$ cat config.mk
export PLATFORM = sky130hd
export DESIGN_NAME = wash_program_sequencer
export DESIGN_NICKNAME = d
export VERILOG_FILES = /design/src/rtl/wash_program_sequencer.sv
export SDC_FILE = /design/constraint.sdc
export NUM_CORES = 1
export LEC_CHECK = 0
export CAP_MARGIN = 5
export CORE_ASPECT_RATIO = 0.75
export CORE_MARGIN = 3
export CORE_UTILIZATION = 61
export DETAILED_ROUTE_END_ITERATION = 12
export GPL_TIMING_DRIVEN = 1
export PLACE_DENSITY = 0.87
export SYNTH_ARGS = -nofsm -noshare
export SYNTH_HDL_FRONTEND = slang
export SYNTH_SLANG_ARGS = --single-unit
$ cat constraint.sdc
create_clock -name clk -period 4.2 [get_ports clk]
set_input_delay 0.84 -clock clk [delete_from_list [all_inputs] [get_ports clk]]
set_output_delay 0.84 -clock clk [all_outputs]
set_load 0.05 [all_outputs]
$ cat src/rtl/wash_program_sequencer.sv
// wash_program_sequencer: wash program phase sequencer driving the shared multi-phase timer.
// Optional phase watchdog enabled by defining SEQ_WATCHDOG_EN.
module wash_program_sequencer #(
    parameter int LOCK_DELAY   = 4,
    parameter int DRAIN_CYCLES = 8,
    parameter int WDOG_LIMIT   = 4096
) (
    input  logic       clk,
    input  logic       rst_n,
    input  logic       start,
    input  logic       cancel,
    input  logic       lid,
    input  logic [1:0] mode,
    input  logic [1:0] rinse_cnt,
    input  logic       timer_done,
    output logic [1:0] phase_sel,
    output logic       timer_start,
    output logic       timer_enable,
    output logic       door_lock,
    output logic       drain_valve,
    output logic       busy,
    output logic       done,
    output logic       error,
    output logic [3:0] state
);
    typedef enum logic [3:0] {
        S_IDLE, S_LOCK, S_SOAK, S_WASH, S_RINSE, S_SPIN, S_PAUSE, S_DRAIN, S_DONE
    } state_t;

    state_t      state_q, state_d, ret_q, ret_d;
    logic [15:0] cnt_q, cnt_d;
    logic [1:0]  idx_q, idx_d, mode_q, mode_d, rinse_q, rinse_d, phase_sel_q, phase_sel_d;
    logic        error_q, error_d, timer_start_q, timer_start_d, timer_enable_q, timer_enable_d;
    logic        door_lock_q, door_lock_d, drain_valve_q, drain_valve_d;
    logic        busy_q, busy_d, done_q, done_d;
    logic        entry, in_phase, wd_trip, abort, quick, heavy;
    logic [1:0]  rinse_total;

    assign in_phase    = state_q inside {[S_SOAK:S_SPIN]};
    assign abort       = cancel || wd_trip;
    assign quick       = mode_q == 2'b00;
    assign heavy       = mode_q == 2'b10;
    assign rinse_total = heavy ? ((rinse_q == 2'd0) ? 2'd1 : rinse_q) : 2'd1;

`ifdef SEQ_WATCHDOG_EN
    logic [31:0] wd_q, wd_d;
    assign wd_trip = in_phase && !timer_done && (wd_q >= 32'(WDOG_LIMIT));
    assign wd_d    = timer_start_d ? 32'd0 : wd_q + 32'(timer_enable_q);
    always_ff @(posedge clk or negedge rst_n)
        if (!rst_n) wd_q <= '0;
        else        wd_q <= wd_d;
`else
    localparam int unused_wdog_limit = WDOG_LIMIT;
    assign wd_trip = 1'b0;
`endif

    always_comb begin
        state_d = state_q;
        ret_d   = ret_q;
        idx_d   = idx_q;
        mode_d  = mode_q;
        rinse_d = rinse_q;
        error_d = error_q | wd_trip;
        entry   = 1'b0;
        unique case (state_q)
            S_IDLE: if (start && !lid) begin
                state_d = S_LOCK;
                mode_d  = mode;
                rinse_d = rinse_cnt;
                error_d = 1'b0;
            end
            S_LOCK:
                if (abort)      state_d = S_DRAIN;
                else if (lid)   state_d = S_IDLE;
                else if (cnt_q >= 16'(LOCK_DELAY - 1)) begin
                    state_d = quick ? S_WASH : S_SOAK;
                    entry   = 1'b1;
                end
            S_SOAK, S_WASH, S_RINSE, S_SPIN:
                if (abort) state_d = S_DRAIN;
                else if (lid) begin
                    state_d = S_PAUSE;
                    ret_d   = state_q;
                end else if (timer_done) begin
                    entry = 1'b1;
                    // Each rinse repeat re-enters RINSE so the timer reloads
                    if (state_q == S_SOAK)      state_d = S_WASH;
                    else if (state_q == S_WASH) begin
                        state_d = quick ? S_SPIN : S_RINSE;
                        idx_d   = 2'd1;
                    end else if (state_q == S_RINSE && idx_q < rinse_total) begin
                        state_d = S_RINSE;
                        idx_d   = idx_q + 2'd1;
                    end else if (state_q == S_RINSE) state_d = S_SPIN;
                    else begin
                        state_d = S_DONE;
                        entry   = 1'b0;
                    end
                end
            S_PAUSE:
                if (abort)     state_d = S_DRAIN;
                else if (!lid) state_d = ret_q;
            S_DRAIN: if (cnt_q >= 16'(DRAIN_CYCLES - 1)) state_d = S_DONE;
            default: state_d = S_IDLE;
        endcase
        cnt_d          = (state_d != state_q) ? 16'd0 : cnt_q + 16'(cnt_q != 16'hffff);
        timer_start_d  = entry;
        phase_sel_d    = entry ? 2'(state_d - S_SOAK) : phase_sel_q;
        timer_enable_d = state_d inside {[S_SOAK:S_SPIN]};
        door_lock_d    = state_d inside {[S_LOCK:S_DRAIN]};
        drain_valve_d  = state_d == S_DRAIN;
        busy_d         = state_d != S_IDLE;
        done_d         = state_d == S_DONE;
    end

    always_ff @(posedge clk or negedge rst_n) begin
        if (!rst_n) begin
            state_q        <= S_IDLE;
            ret_q          <= S_IDLE;
            cnt_q          <= '0;
            idx_q          <= '0;
            mode_q         <= '0;
            rinse_q        <= '0;
            error_q        <= 1'b0;
            phase_sel_q    <= '0;
            timer_start_q  <= 1'b0;
            timer_enable_q <= 1'b0;
            door_lock_q    <= 1'b0;
            drain_valve_q  <= 1'b0;
            busy_q         <= 1'b0;
            done_q         <= 1'b0;
        end else begin
            state_q        <= state_d;
            ret_q          <= ret_d;
            cnt_q          <= cnt_d;
            idx_q          <= idx_d;
            mode_q         <= mode_d;
            rinse_q        <= rinse_d;
            error_q        <= error_d;
            phase_sel_q    <= phase_sel_d;
            timer_start_q  <= timer_start_d;
            timer_enable_q <= timer_enable_d;
            door_lock_q    <= door_lock_d;
            drain_valve_q  <= drain_valve_d;
            busy_q         <= busy_d;
            done_q         <= done_d;
        end
    end

    assign state        = state_q;
    assign phase_sel    = phase_sel_q;
    assign timer_start  = timer_start_q;
    assign timer_enable = timer_enable_q;
    assign door_lock    = door_lock_q;
    assign drain_valve  = drain_valve_q;
    assign busy         = busy_q;
    assign done         = done_q;
    assign error        = error_q;
endmodule

=== After elaboration in Yosys (flattened, before gate mapping) ===
Index checks and enable logic that the tools add are counted.

* Output and inout bits: 13
* Logic and storage cells: 85
* Bits in registers: 38
* Bits of input ports: 10

* Reductions and logical operators: 14
* Equal/unequal tests: 12
* Magnitude comparators: 7
* Multiplexer cells: 33
* $add $sub $neg: 3
* Bitwise gates (word level): 3

{| class="wikitable"
|+ Operators with widths
! kind !! number
|-
| 4-bit two-way mux || 14
|-
| 4-bit by 3-bit equality test with 1-bit output, second input constant || 5
|-
| 4-bit case mux with 5 select lines || 1
|-
| 16-bit by 1-bit adder with 16-bit output || 1
|-
| 16-bit by 2-bit greater-or-equal comparator with 1-bit output, second input constant || 1
|-
| 16-bit by 3-bit greater-or-equal comparator with 1-bit output, second input constant || 1
|-
| 16-bit two-way mux || 1
|-
| 16-bit != test, second input constant || 1
|-
| 1-bit two-way mux || 12
|-
| 4-bit by 2-bit equality test with 1-bit output, second input constant || 2
|-
| 4-bit by 3-bit <= comparator with 1-bit output, second input constant || 2
|-
| 2-bit two-way mux || 4
|-
| 6-bit AND reduction || 1
|-
| 4-bit by 1-bit equality test with 1-bit output, second input constant || 1
|-
| 4-bit equality test, second input constant || 1
|-
| 4-bit by 1-bit greater-or-equal comparator with 1-bit output, second input constant || 1
|-
| 4-bit by 2-bit greater-or-equal comparator with 1-bit output, second input constant || 1
|-
| 1-bit logical AND || 4
|-
| 2-bit zero test || 2
|-
| 4-bit zero test || 1
|-
| 4-bit != test || 1
|-
| 2-bit AND reduction || 2
|-
| 4-bit nonzero test || 1
|-
| 4-bit OR reduction || 1
|-
| 8 further kinds || 10
|}

=== Depth between registers and ports, before layout ===
Gate-level depths: netlist of run 1.

* Depth in word-level cells: 14
* Depth in mapped cells: 11
* Depth with buffers taken out: 10

=== Worst setup path before layout of run 1 ===
Ideal clock, no wire load.

* Kind: reg-to-reg
* Start point: reg state_q[1] (netlist: state[1])
* End point: reg cnt_q[10]
* Period minus slack after synthesis: 2.726 ns
* Slack: 1.474 ns
* Data required time: 4.057 ns
* Path buffers: 2
* Cell stages (with the launch flop): 8
* Library setup time: 0.143 ns
* Data arrival time: 2.583 ns
* Cell sequence: dfrtp_1 > clkbuf_1 > nor4_1 > o311a_1 > nor3_1 > a21oi_1 > clkbuf_1 > nor4_2

* Word-level cells in the longest chain between the ends: 11
* Elaborated cells on any way between the ends: 27
* Those cells by class: eq/ne: 8; mux: 16; reduce/logical: 3

{| class="wikitable"
|+ RTL lines
! item !! line !! text
|-
| from (decl) || 30 || <nowiki>state_t state_q, state_d, ret_q, ret_d;</nowiki>
|-
| from (signal assigned) || 133 || <nowiki>state_q <= state_d;</nowiki>
|-
| 4-bit by 3-bit equality test with 1-bit output || 65, 91, 94 ||
|-
| 4-bit two-way mux or 1-bit logical AND (tied branches) || 94, 91 ||
|-
| 4-bit two-way mux || 91 || <nowiki>end else if (state_q == S_RINSE && idx_q < rinse_total) begin</nowiki>
|-
| 4-bit two-way mux || 88 || <nowiki>else if (state_q == S_WASH) begin</nowiki>
|-
| 4-bit two-way mux || 87 || <nowiki>if (state_q == S_SOAK) state_d = S_WASH;</nowiki>
|-
| 4-bit two-way mux || 84 || <nowiki>end else if (timer_done) begin</nowiki>
|-
| 4-bit two-way mux || 81 || <nowiki>else if (lid) begin</nowiki>
|-
| 4-bit two-way mux || 80 || <nowiki>if (abort) state_d = S_DRAIN;</nowiki>
|-
| 4-bit case mux with 5 select lines || 65 || <nowiki>unique case (state_q)</nowiki>
|-
| 4-bit != test * || 106 || <nowiki>cnt_d = (state_d != state_q) ? 16'd0 : cnt_q + 16'(cnt_q != 16'hffff);</nowiki>
|-
| 16-bit two-way mux * || 106 ||
|-
| via cnt_d[10] || 31 || <nowiki>logic [15:0] cnt_q, cnt_d;</nowiki>
|-
| to (signal assigned) || 135 || <nowiki>cnt_q <= cnt_d;</nowiki>
|-
| to (decl) || 31 ||
|}

Mark *: on every way through the listed nets, which the timed path passes. The rest lies on a longest branch.
A chain may end at the register's enable or synchronous reset.

=== Worst setup path in the final report of run 1 ===
* Start point: in lid
* End point: reg cnt_q[3]

* Word-level cells in the longest chain between the ends: 6
* Elaborated cells on any way between the ends: 12
* Those cells by class: eq/ne: 1; mux: 9; reduce/logical: 2

{| class="wikitable"
|+ RTL lines
! item !! line !! text
|-
| from (decl) || 12 || <nowiki>input logic lid,</nowiki>
|-
| 1-bit zero test || -- ||
|-
| 1-bit logical AND || 66 || <nowiki>S_IDLE: if (start && !lid) begin</nowiki>
|-
| 4-bit two-way mux || 66 ||
|-
| 4-bit case mux with 5 select lines * || 65 ||
|-
| 4-bit != test * || 106 ||
|-
| 16-bit two-way mux * || 106 ||
|-
| via cnt_d[3] || 31 ||
|}

Marks and branches as above.

==> impl_metrics.yaml, run 1 <==
outcome:
  outcome: "finished, final reports clean"
power:
  power.clock.fraction_pct: 13.7
  p_comb_share_pct: 54.7
  p_leak_nw: 1.00
  powerDensity_nw_per_um2: 682
  int_pwr_w: 0.000881
  seqPwrFrac_pct: 31.6
  switching_share_pct: 48.8
  power_w: 0.00172
  ir_worst_vdd_mv: 0.562
  net-switching-power_w: 0.000838
route:
  vias_after_detailed_routing: 1833
  avgViaCountPerCell: 6.28
  detail_route.first_pass.iterations: 5
  route.detailed.wl_per_inst_um: 16.3
  remaining_drc_errors: 0
  route.antenna.remaining_nets: 0
  wirelength_um: 4770
  first_iter_violations: 162
sta:
  min_period_over_period_pct: 77.2
  final-max-slew-violation-count: 0
  final_hold_viol_count: 0
  fin_worst_skew_ns: 0.0120
  grt_setup_unrepaired: "false"
  finalHoldWorstSlack_ns: 0.507
  tightestPinTransition_ns: 0.819
  max_freq_mhz: 308
  setup_tns_ns: 0
  worst_slew_margin_rel_pct: 45.4
  final.min_clock_period_ns: 3.24
  setup_viol: 0
grt:
  wire_length_of_the_first_global_routing_pass_um: 7910
  grt.overflow.total: 0
  antenna_found_initial: 0
  maximum_number_of_pins_on_one_net_before_global_route_repair: 39
  vias_in_the_first_global_route: 1639
  global_routing_usage_summed_across_all_routing_layers_pct: 22.9
synth:
  netlist-cell-type-count: 51
  yosys-top-cells-count: "sky130_fd_sc_hd__dfrtp_1 (38), sky130_fd_sc_hd__nor2_1 (15), sky130_fd_sc_hd__xnor2_1 (14), sky130_fd_sc_hd__inv_1 (13), sky130_fd_sc_hd__nor4_1 (13)"
  ys.warnings.count: 0
  post_synth_inst_count: 223
  synth.area.top_cells: "sky130_fd_sc_hd__dfrtp_1 (43%), sky130_fd_sc_hd__nor4_2 (6.2%), sky130_fd_sc_hd__xnor2_1 (5.5%)"
  synth_top_area_share_pct: 42.5
  synth_area_per_cell_sq_um: 10.0
  synth-edff-count: 0
  synth-seq-area-share_pct: 42.5
  synth_flop_cell: "sky130_fd_sc_hd__dfrtp_1"
  yosys_register_bits: 38
  netlist.top_cell.by_area: "sky130_fd_sc_hd__dfrtp_1"
  post_synth_instance_area_sq_um: 2240
  async_flop_share_pct: 100
  yosys.cell_count.top_type: "sky130_fd_sc_hd__dfrtp_1"
  syn_nets: 236
placement:
  buffer_ports.inserted: 21
  detailed_place_hpwl_um: 3380
  placedInstanceArea_sq_um: 2440
  finalWeightedCongestion: 0.922
clock_tree:
  cts_inserted_buffers: 5
  cts.path.max_buffers: 2
  post_cts_resized: 0
  worstSkewPairLatency_ns: 0.30
  cts.hold.buffers_added: 0
  tritoncts_num_sinks: 38
  clkTransAtPathRegs_ns: 0.07
  post-cts-setup-buffers: 0
  cts_htree_levels: 2
  cts_root_buffer: "sky130_fd_sc_hd__clkbuf_8"
  tritoncts: "built"
setup_path:
  r2r.worst_path.cells: 9
  crit_chain: "clkdlybuf4s50_1, or2_2, o21ai_0, o311ai_0, o21bai_1, or4b_4, nor4_1"
  crit_path_end_kind: "register"
  critPathKind: "input port to register"
  crit_slowest_cell: "sky130_fd_sc_hd__or4b_4"
  worst-endpoint-required_ns: 4.37
  destination_of_the_worst_register_to_register_timing_path: "cnt_q[3]$_DFF_PN0_"
  crit_arrival_ns: 3.41
  flop_to_flop_setup_slack_ns: 1.32
  start_kind: "input port"
  worst-path-max-fanout: 16
  critical_path.max_stage_delay_ns: 0.62
  timing.rr.start: "mode_q[0]$_DFFE_PN0P_"
finish:
  drive_above_1_share_pct: 14.9
  layout-area-overhead-vs-synth_pct: 12.6
  finish.instance_area_sq_um: 2520
  diodes: 0
  final_nets: 255
  fillCellCount: 264
min_path:
  hold_depth: 1
  worst_hold_startpoint: "ret_q[1]$_DFFE_PN0P_"
  worst_min_delay_path_category: "register to register"
  timing.hold.worst_endpoint: "ret_q[1]$_DFFE_PN0P_"
floorplan:
  floorplan.initialDensity_pct: 65.7
  die_ht_um: 58.4
  core_sq_um: 3400
  x_dimension_of_the_die_um: 75.9
  floorplan.die_area_sq_um: 4440
  row_count: 18
  pin_count: 23
job:
  cap_viol_max_count: 0
worst max-delay path by stage:
stage | from | endpoint | slack (ns)
3_5_place_dp | lid | cnt_q[3]$_DFF_PN0_ | 0.78
5_1_grt | lid | cnt_q[3]$_DFF_PN0_ | 0.85
2_1_floorplan | state[1]$_DFF_PN0_ | cnt_q[10]$_DFF_PN0_ | 1.47
6_report | lid | cnt_q[3]$_DFF_PN0_ | 0.96
4_1_cts | lid | cnt_q[3]$_DFF_PN0_ | 0.99
3_3_place_gp | lid | cnt_q[2]$_DFF_PN0_ | 0.93
placed cells by master (no fill, tap or decap), types with 2 or more instances in the layout:
cell type                          n
sky130_fd_sc_hd__a221o_1           2
sky130_fd_sc_hd__ha_1              3
sky130_fd_sc_hd__a21o_1            2
sky130_fd_sc_hd__nand4b_1          2
sky130_fd_sc_hd__nand3_1          11
sky130_fd_sc_hd__inv_1            13
sky130_fd_sc_hd__nand2_1           7
sky130_fd_sc_hd__clkdlybuf4s50_1  20
sky130_fd_sc_hd__o22ai_1           2
sky130_fd_sc_hd__nor4_2           11
sky130_fd_sc_hd__dfrtp_1          38
sky130_fd_sc_hd__xnor2_1          14
sky130_fd_sc_hd__nand4_1           4
sky130_fd_sc_hd__buf_4             2
sky130_fd_sc_hd__a211oi_1          2
sky130_fd_sc_hd__nor2_1           15
sky130_fd_sc_hd__o21bai_1          2
sky130_fd_sc_hd__xor2_1            2
sky130_fd_sc_hd__nor2b_1           3
sky130_fd_sc_hd__or3_1             2
sky130_fd_sc_hd__and2_1            4
sky130_fd_sc_hd__nor4_1           13
sky130_fd_sc_hd__clkbuf_8          5
sky130_fd_sc_hd__mux2_2            8
sky130_fd_sc_hd__o21ai_0          10
sky130_fd_sc_hd__a21oi_1           8
sky130_fd_sc_hd__nor3_1            5
sky130_fd_sc_hd__and3_1            3
sky130_fd_sc_hd__nand2b_1          6
sky130_fd_sc_hd__clkinv_2          2
worst max-delay path: cells and delay by family:
family | cells | cell delay (ns)
AND/OR/NAND/NOR | 3 | 1.40
AO/OA/AOI/OAI | 3 | 0.63
buffers and inverters | 1 | 0.54
power by group through the flow:
stage,clock [W],sequential [W],combinational [W]
after floorplan,0,0.000644,0.000647
after global placement,0,0.000544,0.000926
after detailed placement,0,0.000546,0.000936
after CTS,0.000242,0.000540,0.000937
after global routing,0.000258,0.000557,0.00101
final,0.000236,0.000544,0.000939
sequential cells by signal (all words and copies together) (netlist names):
register,cells
cnt_q,16
ret_q,4
state,4
idx_q,2
mode_q,2
phase_sel,2
rinse_q,2
busy,1
done,1
door_lock,1
drain_valve,1
timer_enable,1
timer_start,1
through the flow:
stage | std cells | utilization (%) | setup WS (ns)
floorplan | 223 | - | 1.47
global placement | 285 | 71.7 | 0.929
detailed placement | 285 | 71.7 | 0.775
CTS | 292 | 74.1 | 0.993
global route | 292 | 74.1 | 0.847
finish | 292 | 74.1 | 0.957
layer usage:
layer  vias up  wire, um  GRT usage (%)
li1        851         -              -
met1       868      2250           33.4
met3        21       358           5.05
met5         -         0              0
met4         0       131           11.6
met2        93      2030           32.6
area by class of cell:
type / count / area [sq um] / share of cell area [%]
tap: 50 / 62.6 / 2.48
timing repair buffer: 23 / 220 / 8.74
inverter: 13 / 48.8 / 1.94
clock buffer: 5 / 68.8 / 2.73
sequential: 38 / 951 / 37.8
multi-input combinational: 161 / 1160 / 46.0
clock inverter: 2 / 10.0 / 0.397
cells by family after synthesis:
| logic type | count (synthesis) | synth area share [%] |
|---|---|---|
| fa+ha+maj | 3 | 1.68 |
| mux | 8 | 4.03 |
| xor+xnor | 16 | 6.27 |
| other cells | 1 | 0.168 |
| buf+inv | 24 | 5.71 |
| compound gates | 36 | 10.6 |
| simple gates | 97 | 29.0 |
| flops | 38 | 42.5 |
(Power assumes the default switching activity.)
==> inputs of run 2 (changes only) <==
CORE_UTILIZATION = 56   (was 61)
PLACE_DENSITY = 0.81   (was 0.87)
clock period = 3 ns   (was 4.2 ns; I/O delays follow)
==> run 2 against run 1 <==
Compared with the run above:
- sequential cell count is the same
- clock skew shrank 0.0036 ns
- total power up 48%
- core utilization down 3.8 points
- die area is 8.1% higher
- clock power increased by 54%
- global-route usage down 0.20 points
- final area increased by 4.8%
- critical path depth unchanged
==> impl_metrics.yaml, run 2 (synthesized netlist as in run 1, its figures left out) <==
outcome:
  outcome: "finished, final reports clean"
sta:
  setup_tns_ns: 0
  setup_viol: 0
  worst_slew_margin_rel_pct: 45.7
  fin_worst_skew_ns: 0.00844
  final-max-slew-violation-count: 0
  final_hold_viol_count: 0
  tightestPinTransition_ns: 0.814
  final.min_clock_period_ns: 2.78
  min_period_over_period_pct: 92.7
  grt_setup_unrepaired: "false"
  max_freq_mhz: 359
route:
  avgViaCountPerCell: 6.13
  route.detailed.wl_per_inst_um: 16.1
  vias_after_detailed_routing: 1895
  remaining_drc_errors: 0
  wirelength_um: 4960
  route.antenna.remaining_nets: 0
  first_iter_violations: 190
  detail_route.first_pass.iterations: 5
floorplan:
  floorplan.die_area_sq_um: 4790
  core_sq_um: 3760
  floorplan.initialDensity_pct: 59.5
  row_count: 19
  pin_count: 23
  x_dimension_of_the_die_um: 79.0
  die_ht_um: 60.7
setup_path:
  crit_arrival_ns: 2.97
  start_kind: "input port"
  cp_num_buf_inv: 1
  worst-endpoint-required_ns: 3.19
  worst-path-max-fanout: 16
  cpLargestDelayFamily: "simple AND/OR/NAND/NOR gates"
  critPathKind: "input port to register"
  crit_path_end_kind: "register"
  crit_chain: "clkdlybuf4s50_1, or2_2, o21ai_0, o311ai_0, o21bai_1, or4b_4, nor4_2"
  critical_path.max_stage_delay_ns: 0.62
  crit_slowest_cell: "sky130_fd_sc_hd__or4b_4"
power:
  p_comb_share_pct: 55.4
  p_leak_nw: 1.08
  ir_worst_vdd_mv: 0.628
  int_pwr_w: 0.00133
  seqPwrFrac_pct: 30.3
  power.clock.fraction_pct: 14.3
  net-switching-power_w: 0.00121
  switching_share_pct: 47.7
  powerDensity_nw_per_um2: 964
clock_tree:
  cts.path.max_buffers: 2
  cts_root_buffer: "sky130_fd_sc_hd__clkbuf_8"
  clkTransAtPathRegs_ns: 0.08
  cts_htree_levels: 2
  post_cts_resized: 0
  cts.hold.buffers_added: 0
  cts_inserted_buffers: 5
  tritoncts_num_sinks: 38
  post-cts-setup-buffers: 0
  tritoncts: "built"
  worstSkewPairLatency_ns: 0.29
grt:
  maximum_number_of_pins_on_one_net_before_global_route_repair: 39
  antenna_found_initial: 0
  wire_length_of_the_first_global_routing_pass_um: 8250
  grt.overflow.total: 0
  global_routing_usage_summed_across_all_routing_layers_pct: 22.7
  vias_in_the_first_global_route: 1634
finish:
  layout.cells.most_common: "sky130_fd_sc_hd__dfrtp_1"
  final_nets: 269
  layout-area-overhead-vs-synth_pct: 18.0
  drive_above_1_share_pct: 19.5
  diodes: 0
  layout.cells.non_filler: 309
  number_of_flip_flops_in_the_largest_register: 16
  highest_count_cells_in_the_layout_ignoring_fill_and_taps: "sky130_fd_sc_hd__dfrtp_1 (38), sky130_fd_sc_hd__clkdlybuf4s50_1 (20), sky130_fd_sc_hd__buf_4 (16), sky130_fd_sc_hd__nor2_1 (15), sky130_fd_sc_hd__xnor2_1 (14)"
  top_register: "cnt_q"
  fillCellCount: 310
  final_core_util_pct: 70.3
placement:
  buffer_ports.inserted: 21
  detailed_place_hpwl_um: 3580
  finalWeightedCongestion: 0.926
  placed_cells_incl_taps: 301
min_path:
  worst_min_delay_path_category: "input port to async pin"
job:
  cap_viol_max_count: 0
[run 2: final cells by class]
| class | instances | area [sq um] | area share, % |
|---|---|---|---|
| Multi-Input combinational cell | 161 | 1160 | 43.9 |
| Clock buffer | 7 | 86.3 | 3.27 |
| Sequential cell | 38 | 951 | 36.0 |
| Inverter | 13 | 48.8 | 1.85 |
| Timing Repair Buffer | 37 | 325 | 12.3 |
| Clock inverter | 1 | 5.00 | 0.190 |
| Tap cell | 52 | 65.1 | 2.47 |
[run 2: path summary, 6_finish.rpt]
| path | start | to | slack, ns | depth (start not counted) |
|---|---|---|---|---|
| setup / recovery | lid | cnt_q[12]$_DFF_PN0_ | 0.22 | 7 |
| hold / removal | rst_n | idx_q[0]$_DFFE_PN0P_ | 0.39 | 1 |
| setup reg to reg | state[2]$_DFF_PN0_ | cnt_q[12]$_DFF_PN0_ | 0.32 | 7 |
| hold reg to reg | ret_q[3]$_DFFE_PN0P_ | ret_q[3]$_DFFE_PN0P_ | 0.51 | 1 |
| max in group asynchronous | rst_n | cnt_q[8]$_DFF_PN0_ | 2.09 | 1 |
| min in group clk | ret_q[3]$_DFFE_PN0P_ | ret_q[3]$_DFFE_PN0P_ | 0.51 | 1 |
[run 2: metal layers]
layer / wire length, um / global-route usage, % / part of all wire, % / vias to the layer above
met1: 2470 / 35.0 / 50 / 925
met5: 0 / 0 / 0 / -
met4: 81 / 8.33 / 1.6 / 0
met2: 2090 / 31.4 / 42 / 74
met3: 318 / 4.75 / 6.4 / 11
li1: - / - / - / 885
[run 2: per-stage QoR]
| stage | worst slack, ns | instance area [sq um] | total power [W] | hold slack [ns] |
|---|---|---|---|---|
| after CTS | 0.257 | 2640 | 0.00254 | 0.423 |
| after global placement | -0.00368 | 2550 | 0.00213 | 0.483 |
| after floorplan | 0.274 | 2240 | 0.00181 | 0.304 |
| final | 0.218 | 2640 | 0.00254 | 0.391 |
| after detailed placement | -0.0574 | 2550 | 0.00217 | 0.495 |
| after global routing | 0.0945 | 2640 | 0.00271 | 0.472 |
[run 2: power groups by stage]
| stage | sequential, W | combinational (W) | clock (W) |
|---|---|---|---|
| 4_1_cts | 0.000765 | 0.00140 | 0.000373 |
| 2_1_floorplan | 0.000902 | 0.000906 | 0 |
| 3_5_place_dp | 0.000773 | 0.00139 | 0 |
| 6_report | 0.000771 | 0.00141 | 0.000363 |
| 5_1_grt | 0.000788 | 0.00152 | 0.000400 |
| 3_3_place_gp | 0.000760 | 0.00137 | 0 |
[run 2: worst reg2reg max path: cells and delay by family, from the launching register on]
kind	cells	cell delay, ns
simple gates	4	1.40
flops	1	0.62
buf+inv	1	0.20
compound gates	2	0.35
==> inputs of run 3 (changes only) <==
CELL_PAD_IN_SITES_DETAIL_PLACEMENT = 0   (was not set)
CELL_PAD_IN_SITES_GLOBAL_PLACEMENT = 1   (was not set)
CORE_UTILIZATION = 44   (was 56)
==> run 3 against run 2 <==
Compared with the run above:
- sequential cell count unchanged
- critical path depth stayed put
- wire length is 0.93% lower
- sequential share of layout area fell by 0.70 points
- sequential power fell by 2%
- clock skew shrank 0.0052 ns
- total power is 6.7% higher
- highest routed layer unchanged
- maximum frequency down 0.85%
- critical endpoint is now cnt_q[2]$_DFF_PN0_
- first-iteration DRC count down 14%
- final cell count up 1.6%
- largest power group unchanged
- setup slack got worse by 0.024 ns
- core utilization down 13 points
==> impl_metrics.yaml, run 3 (synthesized netlist as in run 1, its figures left out) <==
sta:
  layout_setup_ws_ns: 0.194
  worst_slew_margin_rel_pct: 42.8
  final-max-slew-violation-count: 0
  min_period_over_period_pct: 93.5
  final_hold_viol_count: 0
  final.min_clock_period_ns: 2.81
  setup_viol: 0
  finalHoldWorstSlack_ns: 0.416
  grt_setup_unrepaired: "false"
  max_freq_mhz: 356
  fin_worst_skew_ns: 0.00324
  tightestPinTransition_ns: 0.858
clock_tree:
  post_cts_resized: 0
  cts_htree_levels: 2
  cts_root_buffer: "sky130_fd_sc_hd__clkbuf_8"
  cts_inserted_buffers: 5
  tritoncts_num_sinks: 38
  cts.path.max_buffers: 2
  clkTransAtPathRegs_ns: 0.08
  post-cts-setup-buffers: 0
  tritoncts: "built"
  cts.hold.buffers_added: 0
  worstSkewPairLatency_ns: 0.29
setup_path:
  flop_to_flop_setup_slack_ns: 0.31
  timing.rr.start: "state[0]$_DFF_PN0_"
  r2r.worst_path.cells: 7
  start_kind: "input port"
  destination_of_the_worst_register_to_register_timing_path: "cnt_q[2]$_DFF_PN0_"
  cp-startpoint: "lid"
  worst-path-max-fanout: 16
  crit_path_end_kind: "register"
  crit_arrival_ns: 3.00
  critPathKind: "input port to register"
  worst-endpoint-required_ns: 3.19
  crit_end: "cnt_q[2]$_DFF_PN0_"
route:
  route.detailed.wl_per_inst_um: 15.7
  wl_met3_um: 286
  met2RoutedLength_um: 1930
  remaining_drc_errors: 0
  detail_route.wirelength.met1_um: 2660
  avgViaCountPerCell: 5.77
  route.antenna.remaining_nets: 0
  detail_route.first_pass.iterations: 4
  topmost_layer_with_routed_signal_wires: "met4"
  first_iter_violations: 164
  wirelength_um: 4920
  vias_after_detailed_routing: 1811
job:
  cap_viol_max_count: 0
finish:
  layout.cells.most_common: "sky130_fd_sc_hd__dfrtp_1"
  top_register: "cnt_q"
  final_nets: 269
  final_core_util_pct: 57.5
  layout-area-overhead-vs-synth_pct: 20.4
  drive_above_1_share_pct: 19.8
  number_of_flip_flops_in_the_largest_register: 16
  multiInputGateArea_sq_um: 1160
  highest_count_cells_in_the_layout_ignoring_fill_and_taps: "sky130_fd_sc_hd__dfrtp_1 (38), sky130_fd_sc_hd__clkdlybuf4s50_1 (20), sky130_fd_sc_hd__buf_4 (16), sky130_fd_sc_hd__nor2_1 (15), sky130_fd_sc_hd__xnor2_1 (14)"
  layout.cells.non_filler: 314
  diodes: 0
  area.sequential_sq_um: 951
  fillCellCount: 416
grt:
  vias_in_the_first_global_route: 1632
  global_routing_usage_summed_across_all_routing_layers_pct: 18.0
  wire_length_of_the_first_global_routing_pass_um: 8180
  grt.overflow.total: 0
  antenna_found_initial: 0
  maximum_number_of_pins_on_one_net_before_global_route_repair: 39
power:
  ir_worst_vdd_mv: 0.489
  p_leak_nw: 1.10
  power_w: 0.00272
  powerDensity_nw_per_um2: 1010
placement:
  detailed_place_hpwl_um: 3530
  finalWeightedCongestion: 0.876
  buffer_ports.inserted: 21
  post-place-ws_ns: -0.0903
  placed_cells_incl_taps: 306
floorplan:
  floorplan.die_area_sq_um: 5980
  floorplan.initialDensity_pct: 47.8
  die_ht_um: 67.7
  core_sq_um: 4680
  x_dimension_of_the_die_um: 88.3
  row_count: 21
  pin_count: 23
outcome:
  outcome: "finished, final reports clean"
min_path:
  worst_min_delay_path_category: "input port to async pin"
[run 3: cell types whose count changed in the layout (fill, tap and decap cells not counted), sizes merged]
cell | previous run | this run
clkbuf | 7 | 5
bufinv | 0 | 2
[run 3: power breakdown]
group / internal (W) / total (W) / switching [W]
clock network: 0.000333 / 0.000527 / 0.000194
logic: 0.000520 / 0.00144 / 0.000917
registers: 0.000631 / 0.000752 / 0.000121
total: 0.00148 / 0.00272 / 0.00123
[run 3: per-stage QoR]
| step | setup TNS (ns) | area (sq um) |
|---|---|---|
| floorplan | 0 | 2240 |
| global placement | -0.509 | 2550 |
| detailed placement | -0.954 | 2550 |
| CTS | 0 | 2690 |
| global route | 0 | 2690 |
| finish | 0 | 2690 |
[run 3: worst max-delay path: stages]
cell and delay [ns]:
sky130_fd_sc_hd__clkdlybuf4s50_1 0.47, sky130_fd_sc_hd__or2_2 0.38, sky130_fd_sc_hd__o21ai_0 0.21, sky130_fd_sc_hd__o311ai_0 0.22, sky130_fd_sc_hd__o21bai_1 0.16, sky130_fd_sc_hd__or4b_4 0.63, sky130_fd_sc_hd__nor4_1 0.32
[run 3: area by class of cell]
| type | count | area share [%] |
|---|---|---|
| sequential | 38 | 35.3 |
| clock buffer | 5 | 2.56 |
| multi-input combinational | 161 | 43.0 |
| timing repair buffer | 37 | 12.1 |
| inverter | 13 | 1.81 |
| tap | 57 | 2.65 |
| clock inverter | 3 | 2.56 |
[run 3: per-layer routing]
| metal | track usage [%] | vias to the layer above |
|---|---|---|
| met2 | 23.6 | 63 |
| met1 | 28.7 | 862 |
| met5 | 0 | - |
| li1 | - | 881 |
| met4 | 5.09 | 0 |
| met3 | 4.27 | 5 |
[run 3: worst min path at each step]
stage                               startpoint                      to  slack (ns)  cells after the start
after floorplan                          rst_n          busy$_DFF_PN0_        0.30                      0
after global routing                     rst_n  rinse_q[0]$_DFFE_PN0P_        0.49                      1
after detailed placement  ret_q[0]$_DFFE_PN0P_    ret_q[0]$_DFFE_PN0P_        0.49                      1
final                                    rst_n  timer_enable$_DFF_PN0_        0.42                      1
after global placement    ret_q[1]$_DFFE_PN0P_    ret_q[1]$_DFFE_PN0P_        0.49                      1
after CTS                                rst_n  rinse_q[0]$_DFFE_PN0P_        0.44                      1
